File: src/rtl/cpu_ctrl_pkg.sv
// Shared encodings for the multi-cycle CPU sequencer: opcodes, FSM states,
// instruction classes and ALU function codes, plus small decode helpers.
package cpu_ctrl_pkg;

  localparam logic [3:0] OpNop  = 4'h0;
  localparam logic [3:0] OpAdd  = 4'h1;
  localparam logic [3:0] OpSub  = 4'h2;
  localparam logic [3:0] OpAnd  = 4'h3;
  localparam logic [3:0] OpOr   = 4'h4;
  localparam logic [3:0] OpAddi = 4'h5;
  localparam logic [3:0] OpLd   = 4'h6;
  localparam logic [3:0] OpSt   = 4'h7;
  localparam logic [3:0] OpHalt = 4'hF;

  localparam logic [2:0] AluAdd = 3'b000;
  localparam logic [2:0] AluSub = 3'b001;
  localparam logic [2:0] AluAnd = 3'b010;
  localparam logic [2:0] AluOr  = 3'b011;

  typedef enum logic [2:0] {StFetch, StDecode, StExec, StMem, StWb, StHalt} state_e;

  typedef enum logic [3:0] {
    ClsNop, ClsAdd, ClsSub, ClsAnd, ClsOr, ClsAddi, ClsLd, ClsSt, ClsHalt, ClsIllegal
  } cls_e;

  function automatic cls_e decode_op(logic [3:0] op);
    case (op)
      OpNop:   return ClsNop;
      OpAdd:   return ClsAdd;
      OpSub:   return ClsSub;
      OpAnd:   return ClsAnd;
      OpOr:    return ClsOr;
      OpAddi:  return ClsAddi;
      OpLd:    return ClsLd;
      OpSt:    return ClsSt;
      OpHalt:  return ClsHalt;
      default: return ClsIllegal;
    endcase
  endfunction

  function automatic logic [2:0] alu_of(cls_e cls);
    case (cls)
      ClsSub:  return AluSub;
      ClsAnd:  return AluAnd;
      ClsOr:   return AluOr;
      default: return AluAdd;
    endcase
  endfunction

  // Classes that take their second ALU operand from the sign extender.
  function automatic logic uses_imm(cls_e cls);
    return (cls == ClsAddi) || (cls == ClsLd) || (cls == ClsSt);
  endfunction

endpackage

File: src/rtl/mem_wait_timer.sv
// Counts cycles spent waiting on memory; flags when the wait limit is reached.
module mem_wait_timer #(
  parameter int unsigned Limit = 15
) (
  input  logic clk_i,
  input  logic rst_ni,
  input  logic clr_i,
  input  logic en_i,
  output logic expired_o
);

  localparam int unsigned Width = $clog2(Limit + 1);

  logic [Width-1:0] cnt_q, cnt_d;

  assign expired_o = (cnt_q == Width'(Limit));

  always_comb begin
    cnt_d = cnt_q;
    if (clr_i) begin
      cnt_d = '0;
    end else if (en_i && !expired_o) begin
      cnt_d = cnt_q + Width'(1);
    end
  end

  always_ff @(posedge clk_i or negedge rst_ni) begin
    if (!rst_ni) begin
      cnt_q <= '0;
    end else begin
      cnt_q <= cnt_d;
    end
  end

endmodule

File: src/rtl/multicycle_ctrl.sv
// Multi-cycle sequencer: FETCH/DECODE/EXEC/MEM/WB with a waited memory
// handshake, retired-instruction counter and illegal/timeout flags.
module multicycle_ctrl
  import cpu_ctrl_pkg::*;
#(
  parameter int unsigned ALU_OP_W    = 3,
  parameter int unsigned MEM_TIMEOUT = 15,
  parameter int unsigned CNT_W       = 16
) (
  input  logic                clk,
  input  logic                rst,
  input  logic                run,
  input  logic [3:0]          op_code,
  input  logic                mem_ready,
  output logic                pc_en,
  output logic                ir_ld,
  output logic [ALU_OP_W-1:0] alu_op,
  output logic                sel1,
  output logic                e_rd_en,
  output logic                m_rd_en,
  output logic                m_wr_en,
  output logic                sel2,
  output logic                rf_wr_en,
  output logic                halted,
  output logic                illegal,
  output logic                mem_err,
  output logic [CNT_W-1:0]    retired
);

  state_e           state_q, state_d;
  cls_e             cls_q, cls_d;
  cls_e             op_cls;
  logic [CNT_W-1:0] retired_q, retired_d;
  logic             retire;
  logic             wait_expired;

  assign op_cls  = decode_op(op_code);
  assign retired = retired_q;

  mem_wait_timer #(
    .Limit (MEM_TIMEOUT)
  ) u_mem_wait_timer (
    .clk_i     (clk),
    .rst_ni    (rst),
    .clr_i     (state_q != StMem),
    .en_i      (state_q == StMem),
    .expired_o (wait_expired)
  );

  always_ff @(posedge clk or negedge rst) begin
    if (!rst) begin
      state_q   <= StFetch;
      cls_q     <= ClsNop;
      retired_q <= '0;
    end else begin
      state_q   <= state_d;
      cls_q     <= cls_d;
      retired_q <= retired_d;
    end
  end

  always_comb begin
    state_d = state_q;
    cls_d   = cls_q;
    retire  = 1'b0;
    unique case (state_q)
      StFetch: if (run) state_d = StDecode;
      StDecode: begin
        cls_d = op_cls;
        if (op_cls == ClsHalt) begin
          state_d = StHalt;
          retire  = 1'b1;
        end else if (op_cls == ClsIllegal) begin
          state_d = StFetch;
        end else begin
          state_d = StExec;
        end
      end
      StExec: begin
        if (cls_q == ClsNop) begin
          state_d = StFetch;
          retire  = 1'b1;
        end else if (cls_q == ClsLd || cls_q == ClsSt) begin
          state_d = StMem;
        end else begin
          state_d = StWb;
        end
      end
      StMem: begin
        // A ready in the same cycle as the timeout still completes the access.
        if (mem_ready) begin
          if (cls_q == ClsSt) begin
            state_d = StFetch;
            retire  = 1'b1;
          end else begin
            state_d = StWb;
          end
        end else if (wait_expired) begin
          state_d = StFetch;
        end
      end
      StWb: begin
        state_d = StFetch;
        retire  = 1'b1;
      end
      StHalt:  state_d = StHalt;
      default: state_d = StFetch;
    endcase
    retired_d = retired_q + CNT_W'(retire);
  end

  always_comb begin
    pc_en    = 1'b0;
    ir_ld    = 1'b0;
    alu_op   = '0;
    sel1     = 1'b0;
    e_rd_en  = 1'b0;
    m_rd_en  = 1'b0;
    m_wr_en  = 1'b0;
    sel2     = 1'b0;
    rf_wr_en = 1'b0;
    halted   = 1'b0;
    illegal  = 1'b0;
    mem_err  = 1'b0;
    if (state_q == StExec || state_q == StMem || state_q == StWb) begin
      alu_op  = ALU_OP_W'(alu_of(cls_q));
      sel1    = uses_imm(cls_q);
      e_rd_en = uses_imm(cls_q);
    end
    unique case (state_q)
      StFetch: begin
        // Fetch strobes are gated by rst so nothing fires while reset is held.
        pc_en = run && rst;
        ir_ld = run && rst;
      end
      StDecode: illegal = (op_cls == ClsIllegal);
      StMem: begin
        m_rd_en = (cls_q == ClsLd);
        m_wr_en = (cls_q == ClsSt);
        mem_err = wait_expired && !mem_ready;
      end
      StWb: begin
        rf_wr_en = 1'b1;
        sel2     = (cls_q == ClsLd);
      end
      StHalt:  halted = 1'b1;
      default: ;
    endcase
  end

endmodule

File: config.mk
export PLATFORM = sky130hd
export DESIGN_NAME = multicycle_ctrl
export DESIGN_NICKNAME = d
export VERILOG_FILES = /design/src/rtl/cpu_ctrl_pkg.sv /design/src/rtl/mem_wait_timer.sv /design/src/rtl/multicycle_ctrl.sv
export SDC_FILE = /design/constraint.sdc
export NUM_CORES = 1
export LEC_CHECK = 0
export ABC_AREA = 1
export BUFFER_PORTS_ARGS = -buffer_cell sky130_fd_sc_hd__buf_2
export CORE_AREA = 2 2 69 51
export CTS_CLUSTER_DIAMETER = 30
export DETAILED_ROUTE_END_ITERATION = 6
export DIE_AREA = 0 0 71 53
export PLACE_DENSITY = 0.74
export SYNTH_ARGS = -nofsm -noshare
export SYNTH_HDL_FRONTEND = slang
export SYNTH_SLANG_ARGS = --single-unit
File: constraint.sdc
create_clock -name clk -period 4.3 [get_ports clk]
set_input_delay 0.86 -clock clk [delete_from_list [all_inputs] [get_ports clk]]
set_output_delay 0.86 -clock clk [all_outputs]
set_load 0.01 [all_outputs]
==> summary.md <==
| Metric | Value |
|---|---|
| Avg Cell Area, Syn | 7.71 um^2 |
| Post-CTS setup buffer count | 0 |
| Non-filler cells, final | 269 |
| Clock transition at the registers of the reported paths | 0.09 ns |
| Number of antenna violations at the first check in global routing | 0 |
| Count of yosys warnings during synthesis | 0 |
| Largest net degree at the start of global routing | 29 |
| Required time worst endpoint | 3.44 ns |
| CTS sink count | 27 |
| Detail-routed via count per cell | 4.73 |
| ANT cells | 0 |
| FFs w/ async S/R, synth | 100% |
| Top Ports | 38 |
| CTS Buf Count | 3 |
| Layout net count | 243 |
| Type of destination of the critical path | primary output |
| Top_reg_cell synth | sky130_fd_sc_hd__dfrtp_1 |
| Register bit total from synthesis | 27 |
| Startpoint-to-endpoint class of the critical path | primary input to primary output |
| Final weighted congestion of routability-driven global placement | 0.856 |
| Count of mapped cells out of synthesis | 193 |
| Count of input and output buffers | 36 |
| Starting density of the core | 48.2% |
| Run status | completed |
| Power Total | 0.000814 W |
| Die area | 0.00376 mm^2 |
| Switching power | 0.000325 W |
| Max frequency | 0.404 GHz |
| Count of endpoints failing hold in the final timing report | 0 |
| Worst slack at placement | 1.78 ns |
| Largest fanout on the critical path | 28 |
| RSZ-0062 raised after global routing | no |
| Area overhead of the layout relative to synthesis | 17.3% |
| Count of final max-slew check failures | 0 |
| Drt total wl | 2910 um |
| Internal power contribution | 0.000489 W |
| Minimum period implied by the final worst setup slack | 2.48 ns |
| Floorplan core area | 0.00308 mm^2 |
| Remaining routing DRC violations | 0 |
| First-pass GRT wire length | 5060 um |
| Hold-fix buffer count after cts | 0 |
| Clock share of power | 17.2% |
| Cell Rows | 17 |
| Portion of total power attributed to sequential cells | 47.3% |
| Placed cell count | 265 |
| Number of flops mapped to enable cells by yosys | 0 |
| Fraction of final layout cells with drive strength greater than 1 | 23.4% |
| Worst min-delay path category | flip-flop to flip-flop |
| Sequential standard cell area | 676 um^2 |
| Average routed wire per standard cell | 10.8 um |
| Clk root buf | sky130_fd_sc_hd__clkbuf_8 |
| Count leader, synth | sky130_fd_sc_hd__nand2_1 |
| Relative contribution of combinational cells to total power | 35.5% |
| Final number of setup-violating endpoints | 0 |
| Die extent in x | 71 um |
| GRT Resource Usage Total | 17.6% |
| Worst-case clock skew | 0.00234 ns |
| Iteration count of the initial detailed-routing pass | 4 |
| Power density over the cells | 466 mW/mm^2 |
| Drt first-iter violations | 100 |
| Crit path setup slack, layout | 1.82 ns |
| DPL Wire Length | 2360 um |
| Die boundary height | 53 um |
| Worst setup SP type | primary input |
| Total overflow reported by the global router | 0 |
| Data arrival at the endpoint of the critical path | 1.62 ns |
| Most common library cells after synthesis | sky130_fd_sc_hd__nand2_1 (48), sky130_fd_sc_hd__dfrtp_1 (27), sky130_fd_sc_hd__nor2_1 (25) |
| Number of nets with antenna violations after routing | 0 |
| Largest area contributor in the synthesized netlist | sky130_fd_sc_hd__dfrtp_1 |
| CTS tree | done |
| Source-to-sink clock delay at the later pin of the worst-skew pair | 0.27 ns |
| Final hold slack | 0.514 ns |
| Post-synthesis cell area | 0.00149 mm^2 |
| Maximum vdd drop | 0.341 mV |
| Number of instances resized during post-cts repair | 0 |
| Post-route clock period utilization | 57.6% |
| Vias in the first global route | 1112 |
| Max-capacitance violation count | 0 |
| Area share of the leading cell type in the synthesized netlist | 45.4% |
| Number of inserted filler cells in the final layout | 278 |
| Post-synthesis sequential area ratio | 45.4% |
| Post-Synthesis Net Count | 204 |
| Sw Share | 39.9% |
| Summed negative setup slack over all endpoints | 0 ns |
| Deepest level of the CTS H-tree | 1 |
| Largest cells by area after synthesis | sky130_fd_sc_hd__dfrtp_1 (45%), sky130_fd_sc_hd__nand2_1 (12%), sky130_fd_sc_hd__nand3_1 (7.1%), sky130_fd_sc_hd__nor2_1 (6.3%), sky130_fd_sc_hd__inv_1 (6.1%) |
| Number of vias in the routed layout | 1273 |
| Multi-input gate area | 677 um^2 |
| Count of unique library cells instantiated by Yosys | 23 |
| Leakage power total | 0.976 nW |
| Maximum count of clock buffers along a single path | 2 |
-- flip-flops by register name, summed over array words and instances, names as in the netlist --
register,count
cls_q,4
retired,16
state_q,3
u_mem_wait_timer.cnt_q,4
-- layout by cell type (no fill, tap or decap), drive strengths merged, types with 4 or more instances in the layout --
master,n
xor2,9
nor2,29
o21ai,4
dfrtp,27
nand2,49
buf,37
inv,30
nor3,4
clkbuf,4
nand3,21
-- final timing paths --
check,from,endpoint,slack (ns),cells past startpoint
max in group asynchronous,rst,retired[10],3.48,2
worst min register to register,u_mem_wait_timer.cnt_q[0],u_mem_wait_timer.cnt_q[0],0.51,1
min in group asynchronous,rst,retired[12],0.57,2
worst min-delay path,u_mem_wait_timer.cnt_q[0],u_mem_wait_timer.cnt_q[0],0.51,1
worst max register to register,state_q[2],retired[10],2.06,13
worst max-delay path,rst,ir_ld,1.82,5
-- cell families (layout without fill, tap and decap cells) --
group                      after synthesis  after routing  share of synthesized area (%)
DFF                                     27             27                           45.4
AOI/OAI and AO/OA                       10             10                           3.70
buffers and inverters                   33             71                           9.08
xor gates and xnor gates                12             12                           7.07
adders and majority gates                3              3                           2.52
other                                    1              1                          0.252
and+or+nand+nor                        107            107                           32.0
-- stage by stage --
stage                     instance area, um^2  util, %
after floorplan                          1490        -
after global placement                   1700     55.1
after detailed placement                 1700     55.1
after CTS                                1750     56.6
after global routing                     1750     56.6
final                                    1750     56.6
-- worst max-delay path: stages --
cell and delay (ns):
sky130_fd_sc_hd__buf_2 0.07, sky130_fd_sc_hd__buf_4 0.31, sky130_fd_sc_hd__nand2_1 0.09, sky130_fd_sc_hd__nor2_1 0.13
sky130_fd_sc_hd__buf_2 0.14
-- power groups by stage --
stage               clock network (W)  registers [W]  logic (W)
finish                       0.000140       0.000385   0.000289
global placement                    0       0.000388   0.000286
CTS                          0.000146       0.000385   0.000291
floorplan                           0       0.000388   0.000195
detailed placement                  0       0.000389   0.000287
global route                 0.000159       0.000396   0.000333
-- cell type report --
| cell class | instances | area share (%) |
|---|---|---|
| inverters | 30 | 6.45 |
| clock buffers | 4 | 2.58 |
| flip-flops and latches | 27 | 38.7 |
| multi-input cells | 133 | 38.8 |
| repair buffers | 37 | 10.8 |
| well taps | 38 | 2.72 |
-- routing by layer --
layer  global-route usage, %  part of all wire, %  vias up
li1                        -                    -      672
met1                    26.9                   55      569
met2                    24.5                   39       27
met3                    3.43                  4.2        5
met4                    6.60                  1.6        0
met5                       0                    0        -
No activity file was read; power rests on OpenSTA's default activity.
